==> src/rtl/uart_cal_ctrl.sv <==
// uart_cal_ctrl: ASCII calculator command engine between a UART receiver and
// a UART transmitter. Parses "A op B" terminated by CR or '=', computes the
// unsigned result and streams it back as decimal ASCII followed by CR LF.
//
// Ports:
//   clk        system clock
//   n_rst      asynchronous active-low reset
//   rx_data    received byte, qualified by rx_valid
//   rx_valid   one-cycle strobe from the receiver
//   tx_data    byte to transmit, held stable between strobes
//   tx_valid   one-cycle strobe to the transmitter, TX_GAP cycles apart
//   busy       high from terminator accepted until the final LF gap expires
//   err        one-cycle pulse together with the 'E' of an ERR response
//   dbg_state  current FSM state (state_t encoding) for observation
//
// Handshake: rx_valid and tx_valid are single-cycle strobes with no ready
// signal in either direction. A byte offered while the engine is computing or
// transmitting is dropped; the transmitter is assumed to accept one byte per
// TX_GAP cycles.
module uart_cal_ctrl #(
  parameter int DW     = 16,
  parameter int TX_GAP = 104170,
  parameter int MAXDIG = 10
) (
  input  logic       clk,
  input  logic       n_rst,
  input  logic [7:0] rx_data,
  input  logic       rx_valid,
  output logic [7:0] tx_data,
  output logic       tx_valid,
  output logic       busy,
  output logic       err,
  output logic [2:0] dbg_state
);

  localparam int RW = 2 * DW;
  localparam int GW = $clog2(TX_GAP + 1);
  localparam int CW = $clog2(RW + 1);
  localparam int NW = $clog2(MAXDIG + 1);
  localparam int IW = $clog2(MAXDIG);

  typedef enum logic [2:0] {
    S_IDLE, S_OPA, S_OPB, S_DIV, S_CONV, S_SEND, S_GAP
  } state_t;

  // Which byte of the response goes out at the next strobe.
  typedef enum logic [2:0] {
    B_SIGN, B_DIG, B_CR, B_LF, B_E, B_R1, B_R2
  } byte_t;

  localparam logic [1:0] OP_ADD = 2'd0;
  localparam logic [1:0] OP_SUB = 2'd1;
  localparam logic [1:0] OP_MUL = 2'd2;
  localparam logic [1:0] OP_DIV = 2'd3;

  state_t          state_q, state_d;
  byte_t           snd_q, snd_d;
  logic [DW-1:0]   a_q, a_d, b_q, b_d;
  logic [1:0]      op_q, op_d;
  logic            bad_q, bad_d, bdig_q, bdig_d, neg_q, neg_d;
  logic [RW-1:0]   res_q, res_d;
  logic [DW:0]     rem_q, rem_d;
  logic [CW-1:0]   cnt_q, cnt_d;
  logic [NW-1:0]   ndig_q, ndig_d;
  logic [IW-1:0]   dptr_q, dptr_d;
  logic [GW-1:0]   gap_q, gap_d;
  logic [3:0]      dig_q [MAXDIG];
  logic [3:0]      dig_d [MAXDIG];
  logic [7:0]      tx_data_q, tx_data_d;
  logic            tx_valid_q, tx_valid_d, busy_q, busy_d, err_q, err_d;

  logic [DW+3:0]   acc_w;
  logic [DW-1:0]   acc_src;
  logic [DW:0]     rem_sh, dvsr, rem_nx;
  logic            q_bit;
  logic [RW-1:0]   quo_nx;

  always_comb begin
    // Operand accumulation: whichever operand is being parsed, times ten plus
    // the new digit, kept wide so overflow is visible in the top bits.
    acc_src = (state_q == S_OPB) ? b_q : a_q;
    acc_w   = {4'b0, acc_src} * (DW+4)'(10) + (DW+4)'(rx_data[3:0]);

    // Shared restoring-division step. In DIV the low DW bits of res_q hold
    // the dividend/quotient and b_q is the divisor; in CONV the whole res_q
    // is divided by ten. The quotient bit shifts into the LSB in place.
    if (state_q == S_DIV) begin
      rem_sh = {rem_q[DW-1:0], res_q[DW-1]};
      dvsr   = {1'b0, b_q};
    end else begin
      rem_sh = {rem_q[DW-1:0], res_q[RW-1]};
      dvsr   = (DW+1)'(10);
    end
    q_bit  = (rem_sh >= dvsr);
    rem_nx = q_bit ? (rem_sh - dvsr) : rem_sh;
    quo_nx = {res_q[RW-2:0], q_bit};

    state_d    = state_q;
    snd_d      = snd_q;
    a_d        = a_q;
    b_d        = b_q;
    op_d       = op_q;
    bad_d      = bad_q;
    bdig_d     = bdig_q;
    neg_d      = neg_q;
    res_d      = res_q;
    rem_d      = rem_q;
    cnt_d      = cnt_q;
    ndig_d     = ndig_q;
    dptr_d     = dptr_q;
    gap_d      = gap_q;
    dig_d      = dig_q;
    tx_data_d  = tx_data_q;
    tx_valid_d = 1'b0;
    err_d      = 1'b0;

    case (state_q)
      S_IDLE, S_OPA, S_OPB: begin
        if (rx_valid) begin
          if (rx_data >= 8'h30 && rx_data <= 8'h39) begin
            if (state_q == S_OPB) begin
              b_d    = acc_w[DW-1:0];
              bdig_d = 1'b1;
            end else begin
              a_d     = acc_w[DW-1:0];
              state_d = S_OPA;
            end
            if (|acc_w[DW+3:DW]) bad_d = 1'b1;
          end else if (rx_data == 8'h20 || rx_data == 8'h0A) begin
            // whitespace and LF carry no meaning
          end else if (rx_data == 8'h2B || rx_data == 8'h2D ||
                       rx_data == 8'h2A || rx_data == 8'h2F) begin
            if (state_q == S_OPA) begin
              case (rx_data)
                8'h2B:   op_d = OP_ADD;
                8'h2D:   op_d = OP_SUB;
                8'h2A:   op_d = OP_MUL;
                default: op_d = OP_DIV;
              endcase
              state_d = S_OPB;
            end else begin
              bad_d = 1'b1;
            end
          end else if (rx_data == 8'h0D || rx_data == 8'h3D) begin
            // Any terminator ends the command; only "A op B" is well formed.
            if (!(state_q == S_OPB && bdig_q)) bad_d = 1'b1;
            state_d = S_DIV;
            cnt_d   = '0;
            rem_d   = '0;
            res_d   = RW'(a_q);
            neg_d   = 1'b0;
          end else begin
            bad_d = 1'b1;
          end
        end
      end

      S_DIV: begin
        if (bad_q || (op_q == OP_DIV && b_q == '0)) begin
          bad_d   = 1'b1;
          state_d = S_SEND;
          snd_d   = B_E;
          gap_d   = '0;
        end else if (op_q == OP_DIV) begin
          res_d[DW-1:0] = quo_nx[DW-1:0];
          rem_d         = rem_nx;
          cnt_d         = cnt_q + 1'b1;
          if (cnt_q == CW'(DW-1)) begin
            state_d = S_CONV;
            cnt_d   = '0;
            rem_d   = '0;
            ndig_d  = '0;
          end
        end else begin
          case (op_q)
            OP_ADD: res_d = RW'({1'b0, a_q} + {1'b0, b_q});
            OP_SUB: begin
              res_d = (a_q >= b_q) ? RW'(a_q - b_q) : RW'(b_q - a_q);
              neg_d = (a_q < b_q);
            end
            default: res_d = RW'(a_q) * RW'(b_q);
          endcase
          state_d = S_CONV;
          cnt_d   = '0;
          rem_d   = '0;
          ndig_d  = '0;
        end
      end

      S_CONV: begin
        res_d = quo_nx;
        rem_d = rem_nx;
        cnt_d = cnt_q + 1'b1;
        if (cnt_q == CW'(RW-1)) begin
          // One digit done: remainder is the next digit, LSB first.
          if (ndig_q < NW'(MAXDIG)) dig_d[IW'(ndig_q)] = rem_nx[3:0];
          ndig_d = ndig_q + 1'b1;
          cnt_d  = '0;
          rem_d  = '0;
          if (quo_nx == '0) begin
            state_d = S_SEND;
            gap_d   = '0;
            dptr_d  = IW'(ndig_q);
            snd_d   = neg_q ? B_SIGN : B_DIG;
          end
        end
      end

      S_SEND: begin
        if (gap_q == '0) begin
          tx_valid_d = 1'b1;
          gap_d      = GW'(TX_GAP - 1);
          case (snd_q)
            B_SIGN: begin tx_data_d = 8'h2D; snd_d = B_DIG; end
            B_DIG: begin
              tx_data_d = 8'h30 + {4'h0, dig_q[dptr_q]};
              if (dptr_q == '0) snd_d = B_CR;
              else              dptr_d = dptr_q - 1'b1;
            end
            B_CR:   begin tx_data_d = 8'h0D; snd_d = B_LF; end
            B_LF:   begin tx_data_d = 8'h0A; state_d = S_GAP; end
            B_E:    begin tx_data_d = 8'h45; err_d = 1'b1; snd_d = B_R1; end
            B_R1:   begin tx_data_d = 8'h52; snd_d = B_R2; end
            default: begin tx_data_d = 8'h52; snd_d = B_CR; end
          endcase
        end else begin
          gap_d = gap_q - 1'b1;
        end
      end

      S_GAP: begin
        if (gap_q == '0) begin
          state_d = S_IDLE;
          a_d     = '0;
          b_d     = '0;
          op_d    = OP_ADD;
          bad_d   = 1'b0;
          bdig_d  = 1'b0;
          neg_d   = 1'b0;
        end else begin
          gap_d = gap_q - 1'b1;
        end
      end

      default: state_d = S_IDLE;
    endcase

    busy_d = (state_d == S_DIV) || (state_d == S_CONV) ||
             (state_d == S_SEND) || (state_d == S_GAP);
  end

  always_ff @(posedge clk or negedge n_rst) begin
    if (!n_rst) begin
      state_q    <= S_IDLE;
      snd_q      <= B_DIG;
      a_q        <= '0;
      b_q        <= '0;
      op_q       <= OP_ADD;
      bad_q      <= 1'b0;
      bdig_q     <= 1'b0;
      neg_q      <= 1'b0;
      res_q      <= '0;
      rem_q      <= '0;
      cnt_q      <= '0;
      ndig_q     <= '0;
      dptr_q     <= '0;
      gap_q      <= '0;
      for (int i = 0; i < MAXDIG; i++) dig_q[i] <= '0;
      tx_data_q  <= 8'h00;
      tx_valid_q <= 1'b0;
      busy_q     <= 1'b0;
      err_q      <= 1'b0;
    end else begin
      state_q    <= state_d;
      snd_q      <= snd_d;
      a_q        <= a_d;
      b_q        <= b_d;
      op_q       <= op_d;
      bad_q      <= bad_d;
      bdig_q     <= bdig_d;
      neg_q      <= neg_d;
      res_q      <= res_d;
      rem_q      <= rem_d;
      cnt_q      <= cnt_d;
      ndig_q     <= ndig_d;
      dptr_q     <= dptr_d;
      gap_q      <= gap_d;
      dig_q      <= dig_d;
      tx_data_q  <= tx_data_d;
      tx_valid_q <= tx_valid_d;
      busy_q     <= busy_d;
      err_q      <= err_d;
    end
  end

  assign tx_data   = tx_data_q;
  assign tx_valid  = tx_valid_q;
  assign busy      = busy_q;
  assign err       = err_q;
  assign dbg_state = state_q;

endmodule

==> config.mk <==
export PLATFORM = sky130hd
export DESIGN_NAME = uart_cal_ctrl
export DESIGN_NICKNAME = d
export VERILOG_FILES = /design/src/rtl/uart_cal_ctrl.sv
export SDC_FILE = /design/constraint.sdc
export NUM_CORES = 1
export LEC_CHECK = 0
export ABC_CLOCK_PERIOD_IN_PS = 19850
export CORE_ASPECT_RATIO = 1.4
export CORE_UTILIZATION = 60
export DETAILED_ROUTE_END_ITERATION = 7
export PLACE_DENSITY = 0.75
export SLEW_MARGIN = 20
export SYNTH_ARGS = -nofsm -noshare
export SYNTH_HDL_FRONTEND = slang
export SYNTH_SLANG_ARGS = --single-unit
export TNS_END_PERCENT = 1
==> constraint.sdc <==
create_clock -name clk -period 19.85 [get_ports clk]
set_input_delay 3.97 -clock clk [delete_from_list [all_inputs] [get_ports clk]]
set_output_delay 3.97 -clock clk [all_outputs]
set_load 0.02 [all_outputs]
After elaboration in Yosys (flattened, before gate mapping):

Index checks and enable logic that the tools add are counted.

* flip-flop bits (word level): 173
* latch bits: 0
* bits in writable memories: 0
* memory bits (read-only): 0
* input port bits: 11
* output and inout port bits: 14
* word-level logic and storage cells: 278
* memories: 0

* add/subtract/negate cells: 10
* $mul: 2
* div/mod/pow operators: 0
* magnitude comparators: 9
* equal/unequal tests: 55
* shift-type cells: 0
* muxes and demuxes: 129
* bitwise logic cells: 2
* reductions and logical operators: 42

Operator list (number)
* 16-bit 2-to-1 mux: 21
* 32-bit 2-to-1 mux: 7
* 32-bit case mux with 3 select lines: 1
* 17-bit 2-to-1 mux: 5
* 17-bit case mux with 4 select lines: 1
* 16-bit case mux with 2 select lines: 2
* 32-bit case mux with 2 select lines: 1
* 3-bit 2-to-1 mux: 20
* 6-bit 2-to-1 mux: 9
* 8-bit by 6-bit == test with 1-bit output (second input constant): 6
* 4-bit 2-to-1 mux: 12
* 16-bit case mux with 3 select lines: 1
* 40-bit bitwise mux: 1
* 2-bit != test (second input constant): 19
* 7-bit case mux with 5 select lines: 1
* 16-bit by 16-bit subtractor with 17-bit output: 2
* 32-bit zero test: 1
* 16-bit by 16-bit multiplier with 32-bit output: 1
* 1-bit 2-to-1 mux: 28
* 3-bit == test (second input constant): 8
* 7-bit AND reduction: 3
* 20-bit by 4-bit adder with 20-bit output: 1
* 16-bit by 3-bit multiplier with 19-bit output (second input constant): 1
* 3-bit case mux with 6 select lines: 1
* 58 further kinds: 96

Logic depth before layout (Yosys ltp):

* word-level depth: 13
* mapped depth: 24

Worst setup path before layout:

Ideal clock, no wire load.

* path kind: register to register
* start point: register b_q[9]
* end point: register res_q[31]
* library setup time: 0.126 ns
* arrival time: 6.493 ns
* setup slack: 13.231 ns
* stages on the path, launching flop included: 25
* buffers on the path: 2
* clock period less this slack: 6.619 ns
* cell sequence: dfrtp_1 clkbuf_1 buf_1 nand2_1 fa_1 inv_1 fa_1 inv_1 fa_1 inv_1 fa_1 fa_1 inv_1 fa_1 inv_1 ha_1 a21o_1 a21o_1 a221oi_1 o31a_2 o21ai_1 o41ai_4 mux2i_1 o311a_1 a221o_1

* cells in the longest elaborated chain, start to end: 6
* elaborated cells between the ends (all ways): 14
* classes of those cells: add/sub (2); mul (1); order compare (1); eq/ne (1); mux (5); reduce/logical (4)

Ends and longest elaborated chain
* start, declared: RTL line 58 `logic [DW-1:0] a_q, a_d, b_q, b_d;`
* start signal, assigned: RTL line 257 `b_q <= '0;`
* start signal, assigned: RTL line 277 `b_q <= b_d;`
* branches (longest 6 deep; another with 16-bit by 16-bit multiplier with 32-bit output)
* end signal, assigned: RTL line 282 `res_q <= res_d;`
* end, declared: RTL line 61 `logic [RW-1:0] res_q, res_d;`

Several ways; the timed one is not identified. The select of a mux whose other input is x is not followed.
A chain may end at the register's enable or synchronous reset.

Worst setup path in the final report:

* start point: register b_q[12]
* end point: register res_q[28]

The elaborated chain is that of the path after synthesis.

==> run summary <==
Overall routing resource usage: 0.427
Worst rel slew slack: 0.145
Post-synth EDFFs: 0
Final worst-path cycle share: 0.386
Worst-Skew Late Latency: 0.46 ns
Setup tns final: 0 ns
Final WS setup: 12.20 ns
Global-route wire length before repair: 116 mm
Initial antenna violation count: 3
Final setup violation count: 0
Top post-synthesis cells by count: 371 x nand2_1, 310 x inv_1, 257 x nor2_1
Layout cells sized above 1: 0.0458
Vias in the first global route: 20.5k
Area of the core: 0.0352 mm^2
Data required time of the worst path: 20.17 ns
Via density: 6.53
WL final: 74.9 mm
P_sw: 176 uW
# DRC: 0
Hpwl dp: 57.2 mm
Layout area overhead: 4.72%
Largest net degree at the start of global routing: 96
Die W: 162 um
Critical path's slowest cell: dfrtp_1
Pwr Density: 30.7 mW/mm^2
Mapped Nets: 3,019
Post-cts repair resize count: 0
Slew @ Worst Pin: 1.25 ns
Netlist Area Pre-Place: 0.0216 mm^2
Most used cell, CP: fa_1
Status: finished clean
Port Buffers: 23
Hold_buf cts: 0
H-tree depth: 4
CTS max path bufs: 2
Final #Nets: 2,960
Final Skew: 0.0133 ns
Max stage delay on crit path: 0.89 ns
Synthesized area per cell: 8.29 um^2
Final Cell Area: 0.0226 mm^2
Number of top-level pins: 25
Fraction of registers with async set/reset: 1.00
Met2 Resource Use GR: 0.718
GP Congestion: 1.11
Met1 Resource Use GR: 0.443
Global Route met3 Usage: 0.0893
Max-slew violation count: 0
CTS root buffer: clkbuf_16
Die height: 226 um
CP cell instances: clkinv_1, nor2_1, fa_1, inv_1, fa_1, inv_1, fa_1, fa_1, fa_1, inv_1, fa_1, inv_1, ha_1, a21o_1, a21o_1, a31oi_1, nand2_1, o21a_1, a41o_1, or4_1, a41oi_1, o21ai_0
CTS tree: done
Die area: 0.0367 mm^2
Global routing's busiest layer: met2
Placed inst area: 0.0220 mm^2
1st-iter DRT viols: 1,582
Fmax: 0.131 GHz
Ys Warns: 0
CTS sink cnt: 172
Grt ovf: 0
Pre-antenna DRT Iters: 8
Clk pwr share: 0.475
Antenna violation net count after detailed routing: 0
Total power: 693 uW
Utilization after layout: 0.642
Fin. Hold Viols: 0
Initial Util: 0.613
Register area share after synthesis: 0.200
CP Max Fanout: 15
Avg WL per Cell: 24.9 um
Min-Delay Path Class: reg -> reg
Synth Instances: 2,601
Switch share: 0.253
Clk slew on worst S/H paths: 0.07 ns
Reg power frac: 0.505
Power Internal: 518 uW
Synth top area share: 0.198
Crit path DAT: 7.97 ns
CTS buffer count: 17
Comb pwr share: 0.020
#FFs+latches synth: 172
Predominant post-synthesis flop cell: dfrtp_1
Setup crit start kind: register
Top cells by area, synth: dfrtp_1 20%, fa_1 19%, ha_1 12%
Post-synth cell types: 95
Critical Path End Type: register
Final Critical Period: 7.65 ns
Post-CTS Setup Inserts: 0
Via count: 19.7k
IR drop worst, VDD: 0.0934 mV
Max Cap Viol: 0
Setup Crit Path Kind: reg -> reg
RSZ-0062 raised after global routing: false
Ant diodes: 0
Std cell rows: 81
Count leader, synth: nand2_1
Pre-CTS worst setup slack: 12.41 ns
LEAKAGE: 10.7 nW
Synth area leader: dfrtp_1
[worst max-delay path: cells and delay by family, from the launching register on]
family                   cells  cell delay, ns
adder cells (fa/ha/maj)      7            3.28
AO/OA/AOI/OAI                7            1.52
AND/OR/NAND/NOR              3            0.91
buffers and inverters        5            0.90
flip-flops                   1            0.89
[layer usage]
layer	wire length, um	vias to the layer above
li1	-	8682
met1	25500	9536
met2	35800	1032
met3	5660	412
met4	7980	6
met5	32	-
[registers in the layout, indices dropped and copies added, names as in the netlist, 2 cells and up]
register	flops
snd_q	3
dbg_state	3
op_q	2
ndig_q	4
a_q	16
rem_q	16
b_q	16
tx_data	7
dptr_q	4
gap_q	17
res_q	32
cnt_q	6
dig_q	40
[stage by stage]
| step | std cells | hold WS, ns |
|---|---|---|
| 6_report | 3011 | 0.477 |
| 5_1_grt | 3011 | 0.512 |
| 4_1_cts | 3011 | 0.481 |
| 3_5_place_dp | 2979 | 0.458 |
| 3_3_place_gp | 2978 | 0.457 |
| 2_1_floorplan | 2601 | 0.444 |
[logic make-up after synthesis]
logic type,after synthesis,share of synthesized area
AO/OA/AOI/OAI,570,0.171
XOR/XNOR,72,0.0293
adder cells (fa/ha/maj),407,0.306
buffers and inverters,447,0.0809
flip-flops,172,0.200
multiplexers,55,0.0314
other,1,0.000174
AND/OR/NAND/NOR,877,0.181
[cell usage in the layout (no fill, tap or decap), types with 17 or more instances in the layout]
master / Yosys / routed
mux2_2: 17 / 17
a21oi_1: 127 / 127
inv_1: 310 / 310
o21a_1: 17 / 17
or3_1: 17 / 17
fa_1: 200 / 200
clkdlybuf4s50_1: 0 / 22
nand2_1: 371 / 371
a21o_1: 33 / 33
nor3_1: 54 / 54
o31ai_1: 24 / 24
nor2_1: 257 / 255
ha_1: 207 / 207
nand3_1: 39 / 39
xnor2_1: 45 / 45
o211ai_1: 18 / 18
dfrtp_1: 171 / 171
a31oi_1: 19 / 19
buf_4: 7 / 23
xor2_1: 27 / 27
clkbuf_16: 0 / 17
o21ai_0: 166 / 166
mux2i_1: 29 / 28
and2_1: 21 / 21
[path summary, 6_finish.rpt]
check / startpoint / cells past startpoint / slack [ns] / to
min in group asynchronous: n_rst / 1 / 3.63 / gap_q[16]
max reg2reg: b_q[12] / 22 / 12.20 / res_q[28]
max in group asynchronous: n_rst / 2 / 14.97 / dig_q[28]
min: dig_q[30] / 2 / 0.48 / dig_q[30]
max: b_q[12] / 22 / 12.20 / res_q[28]
min reg2reg: dig_q[30] / 2 / 0.48 / dig_q[30]
[layout make-up]
class	instances	area (um^2)
clock buffers	17	425
clock inverters	15	126
fillers	3058	12600
inverters	322	1210
multi-input cells	1982	15500
flip-flops and latches	172	4310
well taps	456	571
repair buffers	47	415
[power by group through the flow]
stage	registers (mW)	clock network (mW)	logic [mW]
after floorplan	0.357	0	0.00272
after global placement	0.357	0	0.0136
after detailed placement	0.357	0	0.0138
after CTS	0.350	0.328	0.0138
after global routing	0.350	0.343	0.0157
final	0.350	0.329	0.0138
Power figures use the tool's default switching activity.
